File: config.mk
export PLATFORM = sky130hd
export DESIGN_NAME = if_fetch_unit
export DESIGN_NICKNAME = d
export VERILOG_FILES = /design/src/rtl/if_fetch_unit.sv
export SDC_FILE = /design/constraint.sdc
export NUM_CORES = 1
export LEC_CHECK = 0
export ABC_AREA = 1
export CORE_UTILIZATION = 35
export DETAILED_ROUTE_END_ITERATION = 7
export SETUP_SLACK_MARGIN = 0.1
export SKIP_LAST_GASP = 1
export SLEW_MARGIN = 30
export SYNTH_ARGS = -nofsm -noshare
export SYNTH_HDL_FRONTEND = slang
export SYNTH_SLANG_ARGS = --single-unit
File: constraint.sdc
create_clock -name clk -period 4.8 [get_ports clk]
set_input_delay 0.96 -clock clk [delete_from_list [all_inputs] [get_ports clk]]
set_output_delay 0.96 -clock clk [all_outputs]
set_load 0.02 [all_outputs]
File: src/rtl/if_fetch_unit.sv
// ----------------------------------------------------------------------------
// if_fetch_unit
//
// Instruction fetch stage. Owns the program counter, issues word fetches to
// instruction memory and buffers returned words in a small in-order queue
// whose head feeds decode as an {inst, inst_pc} pair.
//
// Handshakes: every channel uses strict valid/ready semantics. A transfer
// happens on a rising edge where valid && ready are both high. A producer may
// not change its payload while valid is high and ready is low. The one
// exception is a redirect, which may withdraw a pending fetch request. The
// response channel (imem_rsp_*) has no ready: it cannot be back-pressured.
//
// Ports:
//   clk, rst_n            clock, asynchronous active-low reset
//   imem_req_valid/ready  fetch request handshake
//   imem_req_addr         word-aligned fetch address (the current pc)
//   imem_rsp_valid/data   in-order fetch responses, >=1 cycle after accept
//   redirect_valid/pc     branch/jump redirect; flushes queued and in-flight
//   inst_valid/ready      decode handshake on the queue head
//   inst, inst_pc         head instruction word and its pc (0 when empty)
//   misalign_err          only with IF_MISALIGN_TRAP_EN: a misaligned
//                         redirect target was seen; fetch is halted until
//                         an aligned redirect or reset
//
// Parameters:
//   RESET_PC  first pc fetched after reset
//   QDEPTH    queue depth, power of two >= 2; also caps outstanding requests
//
// Build option: define IF_MISALIGN_TRAP_EN to add the misalignment trap.
// Without it, redirect_pc[1:0] is silently cleared.
// ----------------------------------------------------------------------------
module if_fetch_unit #(
  parameter logic [31:0] RESET_PC = 32'h0000_0000,
  parameter int unsigned QDEPTH   = 2
) (
  input  logic        clk,
  input  logic        rst_n,
  output logic        imem_req_valid,
  input  logic        imem_req_ready,
  output logic [31:0] imem_req_addr,
  input  logic        imem_rsp_valid,
  input  logic [31:0] imem_rsp_data,
  input  logic        redirect_valid,
  input  logic [31:0] redirect_pc,
  output logic        inst_valid,
  input  logic        inst_ready,
  output logic [31:0] inst,
  output logic [31:0] inst_pc
`ifdef IF_MISALIGN_TRAP_EN
  ,
  output logic        misalign_err
`endif
);

  localparam int unsigned PW = $clog2(QDEPTH);  // queue / fifo pointer width
  localparam int unsigned CW = PW + 1;          // counters hold 0..QDEPTH
  localparam logic [CW:0] QD_EXT = (CW+1)'(QDEPTH);

  logic          started;
  logic [31:0]   pc;
  logic [CW-1:0] outst;   // accepted requests whose response is not yet seen
  logic [CW-1:0] drop;    // responses still to arrive that belong to a flushed path
  logic [CW-1:0] count;   // valid queue entries

  // Instruction queue
  logic [31:0]   q_word [QDEPTH];
  logic [31:0]   q_pc   [QDEPTH];
  logic [PW-1:0] q_rd, q_wr;

  // In-flight pc fifo: written on request accept, read on every response
  // (kept or dropped), so it stays aligned with the in-order response stream
  // across redirects and is never flushed.
  logic [31:0]   f_pc   [QDEPTH];
  logic [PW-1:0] f_rd, f_wr;

  logic [CW:0]   occ;
  logic          req_fire, push, pop, trap;
  logic [31:0]   target_pc;

`ifdef IF_MISALIGN_TRAP_EN
  logic target_bad;
  assign target_bad = (redirect_pc[1:0] != 2'b00);
  assign target_pc  = redirect_pc;
  assign trap       = misalign_err;
`else
  assign target_pc  = redirect_pc & 32'hFFFF_FFFC;
  assign trap       = 1'b0;
`endif

  // Queue slots already promised: queued words plus live (non-stale)
  // outstanding requests. drop <= outst always holds.
  assign occ            = {1'b0, count} + {1'b0, outst} - {1'b0, drop};
  assign imem_req_valid = started && !redirect_valid && !trap && (occ < QD_EXT);
  assign imem_req_addr  = pc;
  assign req_fire       = imem_req_valid && imem_req_ready;

  assign push           = imem_rsp_valid && (drop == '0) && !redirect_valid;
  assign inst_valid     = (count != '0);
  assign pop            = inst_valid && inst_ready && !redirect_valid;
  assign inst           = inst_valid ? q_word[q_rd] : 32'h0;
  assign inst_pc        = inst_valid ? q_pc[q_rd]   : 32'h0;

  always_ff @(posedge clk or negedge rst_n) begin
    if (!rst_n) begin
      started <= 1'b0;
      pc      <= RESET_PC;
      outst   <= '0;
      drop    <= '0;
      count   <= '0;
      q_rd    <= '0;
      q_wr    <= '0;
      f_rd    <= '0;
      f_wr    <= '0;
    end else begin
      started <= 1'b1;
      outst   <= outst + CW'(req_fire) - CW'(imem_rsp_valid);
      if (req_fire)       f_wr <= f_wr + PW'(1);
      if (imem_rsp_valid) f_rd <= f_rd + PW'(1);
      if (redirect_valid) begin
        // Everything still in flight after this edge belongs to the old path.
        pc    <= target_pc;
        drop  <= outst - CW'(imem_rsp_valid);
        count <= '0;
        q_rd  <= '0;
        q_wr  <= '0;
      end else begin
        if (req_fire) pc <= pc + 32'd4;
        if (imem_rsp_valid && (drop != '0)) drop <= drop - CW'(1);
        count <= count + CW'(push) - CW'(pop);
        if (push) q_wr <= q_wr + PW'(1);
        if (pop)  q_rd <= q_rd + PW'(1);
      end
    end
  end

  // Payload storage needs no reset: outputs are masked while the queue is empty.
  always_ff @(posedge clk) begin
    if (req_fire) f_pc[f_wr] <= pc;
    if (push) begin
      q_word[q_wr] <= imem_rsp_data;
      q_pc[q_wr]   <= f_pc[f_rd];
    end
  end

`ifdef IF_MISALIGN_TRAP_EN
  always_ff @(posedge clk or negedge rst_n) begin
    if (!rst_n)              misalign_err <= 1'b0;
    else if (redirect_valid) misalign_err <= target_bad;
  end
`endif

  // The request throttle makes these impossible; they guard the invariant.
  q_no_overflow: assert property (@(posedge clk) disable iff (!rst_n)
    !(push && !pop && (count == CW'(QDEPTH))));
  outst_no_overflow: assert property (@(posedge clk) disable iff (!rst_n)
    !(req_fire && !imem_rsp_valid && (outst == CW'(QDEPTH))));

endmodule

==> flow_summary.json <==
{
  "worst_ep_required_time_ps": 3840,
  "final-setup-viol-count": 0,
  "slew_viol_final": 0,
  "rsz0062_at_grt": "false",
  "pwr-share-clk_pct": 31.4,
  "layout-drive-gt1-share_pct": 9.44,
  "numCtsBuffers": 25,
  "cp_slowest_cell": "clkdlybuf4s50_1",
  "yosysWarnings": 0,
  "fillers": 2449,
  "place_ws_ps": 1340,
  "yosys.area_share.simple_pct": 17.6,
  "clock_skew_ps": 25.3,
  "synthXorXnorAreaFrac_pct": 1.18,
  "dr.pass1.iters": 6,
  "cts_hold_buf": 0,
  "register_area_um2": 6550,
  "via_per_inst": 4.71,
  "antenna_found_initial": 0,
  "fin_crit_sh_pct": 81.3,
  "die_w_um": 168,
  "comb_power_share_pct": 27.1,
  "track_usage_pct": 15.5,
  "fp.dieArea_um2": 28300,
  "criticalPathCategory": "register to output port",
  "switching_share_pct": 30.6,
  "hold_path.class": "primary input to asynchronous set/reset pin",
  "netlist_instances": 864,
  "synth_compound_area_share_pct": 4.32,
  "p_sw_mw": 1.97,
  "die-height_um": 168,
  "crit_buf_inv": 2,
  "r2r_cells": 7,
  "worstReg2RegEnd": "f_pc[0][29]",
  "cts.repair.resized": 0,
  "boundaryPins": 168,
  "overflow": 0,
  "multi_input_area_um2": 2750,
  "avgSynthCellArea_um2": 11.2,
  "grt_max_degree": 63,
  "crit_path_start_kind": "register",
  "end_kind": "output port",
  "path_clk_slew_ps": 60,
  "via_count": 6542,
  "post_cts_buffers": 0,
  "hpwl_mm": 13.9,
  "critPathMaxFanout": 3,
  "initial_utilization_pct": 35.7,
  "fin_ws_ps": 897,
  "cts_tree": "done",
  "synth_adder_area_share_pct": 1.45,
  "antennaDiodeCount": 0,
  "wl_mm": 21.7,
  "wire_per_inst_um": 15.6,
  "io_buffer_count": 161,
  "synth_top_family_by_area": "simple AND/OR/NAND/NOR gates",
  "crit_chain": "fa_1, inv_1, fa_1, nand3_2, nor2_1, clkdlybuf4s50_1",
  "slew_headroom_pct": 39.5,
  "sequentialPowerShare_pct": 41.4,
  "final_nets": 1110,
  "cts-htree-levels": 1,
  "area_growth_pct": 29.8,
  "power_density_nw_per_um2": 513,
  "ys_seq_area_share_pct": 67.9,
  "grt_pass1_wl_mm": 34.2,
  "startpoint": "outst[1]",
  "clockBufferDepth": 3,
  "r2r_start": "outst[1]",
  "drtAntennaViolNets": 0,
  "synth_mux_area_share_pct": 3.50,
  "critical_path_arrival_ps": 2940,
  "p_int_mw": 4.46,
  "gp_congestion": 0.816,
  "std_cell_rows": 60,
  "setup_tns_ps": 0,
  "critPathMostFrequentCell": "fa_1",
  "grt_pass1_vias": 6216,
  "drtIter0Drc": 465,
  "core_um2": 27000,
  "power_leakage_nw": 4.70,
  "clock.fmax_mhz": 256,
  "ys_types": 31,
  "vdd_drop_max_mv": 0.289,
  "syn_area_um2": 9650,
  "ff2ff_setup_slack_ps": 1770,
  "clk_latency_ps": 530,
  "cp_top_family": "adder cells",
  "cap_violations": 0,
  "synth_seq_cells": 225,
  "fin_crit_ps": 3900,
  "tightest_slew_ps": 908,
  "hold_viol_final": 0,
  "worst_path_largest_cell_delay_ps": 610,
  "clkSinkCount": 225,
  "root_buffer": "clkbuf_16",
  "drc_errors": 0,
  "outcome": "finished clean"
}
## sequential cells by signal (all words and copies together) (netlist names)
name           cells
f_pc              60
f_rd               1
started            1
f_wr               1
count              2
q_word            64
q_pc              60
q_wr               1
q_rd               1
outst              2
imem_req_addr     30
drop               2
## logic make-up after synthesis
| kind of cell | count (synthesis) |
|---|---|
| AO/OA/AOI/OAI | 79 |
| XOR/XNOR | 13 |
| adder cells (fa/ha/maj) | 10 |
| buffers and inverters | 90 |
| flip-flops | 225 |
| multiplexers | 30 |
| other | 2 |
| AND/OR/NAND/NOR | 415 |
## how the worst max path moves through the flow
stage,endpoint,depth (start not counted)
after floorplan,q_pc[0][10],5
after global placement,imem_req_valid,5
after detailed placement,imem_req_valid,5
after CTS,imem_req_valid,6
after global routing,imem_req_valid,6
final,imem_req_valid,6
## per-stage QoR
step / total power, mW / cells / cell area (um2) / utilization [%] / hold slack (ps)
after floorplan: 3.69 / 867 / 9670 / - / 458
after global placement: 4.43 / 1343 / 11600 / 43.0 / 493
after detailed placement: 4.47 / 1344 / 11600 / 43.1 / 497
after CTS: 6.51 / 1390 / 12500 / 46.4 / 437
after global routing: 6.75 / 1390 / 12500 / 46.4 / 470
final: 6.43 / 1390 / 12500 / 46.4 / 438
## cell usage in the layout (no fill, tap or decap)
cell             instances
ha_1                     8
clkinv_2                 2
clkinv_1                 2
clkinvlp_4               1
nand3_1                 67
o21bai_1                 8
nor2_2                   4
nand2_2                  2
clkbuf_8                 1
xnor2_1                  7
buf_4                   12
edfxtp_1               184
nand3b_4                 1
nand3_2                  1
nor2_4                   4
and2_1                   2
buf_16                   1
clkdlybuf4s50_1        160
a21oi_1                 65
mux2_2                  30
inv_6                    2
nand2_1                292
dfrtp_1                 40
conb_1                   5
clkbuf_1                 8
nor3_1                   1
inv_4                    1
dfrtp_2                  1
bufinv_16                5
inv_1                   49
clkbuf_16               26
or2_2                    3
fa_1                     2
o21ai_0                  5
o22ai_1                  1
nor2_1                  38
inv_2                    2
xor2_1                   6
## final cells by class
| cell class | count | share of cell area (%) |
|---|---|---|
| multi-input combinational | 552 | 21.9 |
| clock buffer | 35 | 5.54 |
| sequential | 225 | 52.3 |
| clock inverter | 11 | 1.50 |
| inverter | 53 | 1.62 |
| tap | 341 | 3.40 |
| timing repair buffer | 173 | 13.7 |
## power by group through the flow
| stage | combinational (mW) | sequential, mW | clock, mW |
|---|---|---|---|
| after detailed placement | 1.76 | 2.70 | 0 |
| after floorplan | 1.00 | 2.69 | 0 |
| after global placement | 1.73 | 2.70 | 0 |
| after CTS | 1.78 | 2.66 | 2.07 |
| final | 1.74 | 2.66 | 2.02 |
| after global routing | 1.92 | 2.70 | 2.13 |
## worst reg2reg max path: cells and delay by family (launching register included)
| kind | cells | cell delay (ps) |
|---|---|---|
| xor+xnor | 1 | 270 |
| fa+ha+maj | 2 | 1020 |
| buf+inv | 2 | 490 |
| flops | 1 | 430 |
| simple gates | 2 | 440 |
## per-layer routing
| layer | vias to the layer above | wire [um] | global-route usage, % |
|---|---|---|---|
| met3 | 26 | 1310 | 2.82 |
| met1 | 3074 | 9810 | 21.0 |
| met4 | 0 | 401 | 4.15 |
| met2 | 195 | 10200 | 25.5 |
| met5 | - | 0 | 0 |
| li1 | 3247 | - | - |
## synth_stat cells
| cell type | n | share of area (%) |
|---|---|---|
| nand3_2 | 1 | 0.10 |
| inv_2 | 3 | 0.12 |
| mux2_2 | 30 | 3.5 |
| nor2_2 | 2 | 0.13 |
| nand3_1 | 67 | 3.5 |
| o21ai_0 | 5 | 0.26 |
| or2_2 | 3 | 0.19 |
| xor2_1 | 6 | 0.54 |
| inv_4 | 1 | 0.065 |
| buf_6 | 4 | 0.47 |
| buf_4 | 4 | 0.31 |
| nand2_2 | 2 | 0.13 |
| edfxtp_1 | 184 | 57 |
| a21oi_1 | 65 | 3.4 |
| buf_2 | 5 | 0.26 |
| o21bai_1 | 8 | 0.62 |
| xnor2_1 | 7 | 0.64 |
| nand2_1 | 292 | 11 |
| clkbuf_1 | 23 | 0.89 |
| conb_1 | 2 | 0.078 |
| fa_1 | 2 | 0.41 |
| nor2_1 | 43 | 1.7 |
| nor3_1 | 1 | 0.052 |
| buf_1 | 1 | 0.039 |
| nor2_4 | 1 | 0.12 |
| o22ai_1 | 1 | 0.065 |
| and2_1 | 2 | 0.13 |
| nand3b_4 | 1 | 0.21 |
| dfrtp_1 | 41 | 11 |
| inv_1 | 49 | 1.9 |
| ha_1 | 8 | 1.0 |
Power figures use the tool's default switching activity.
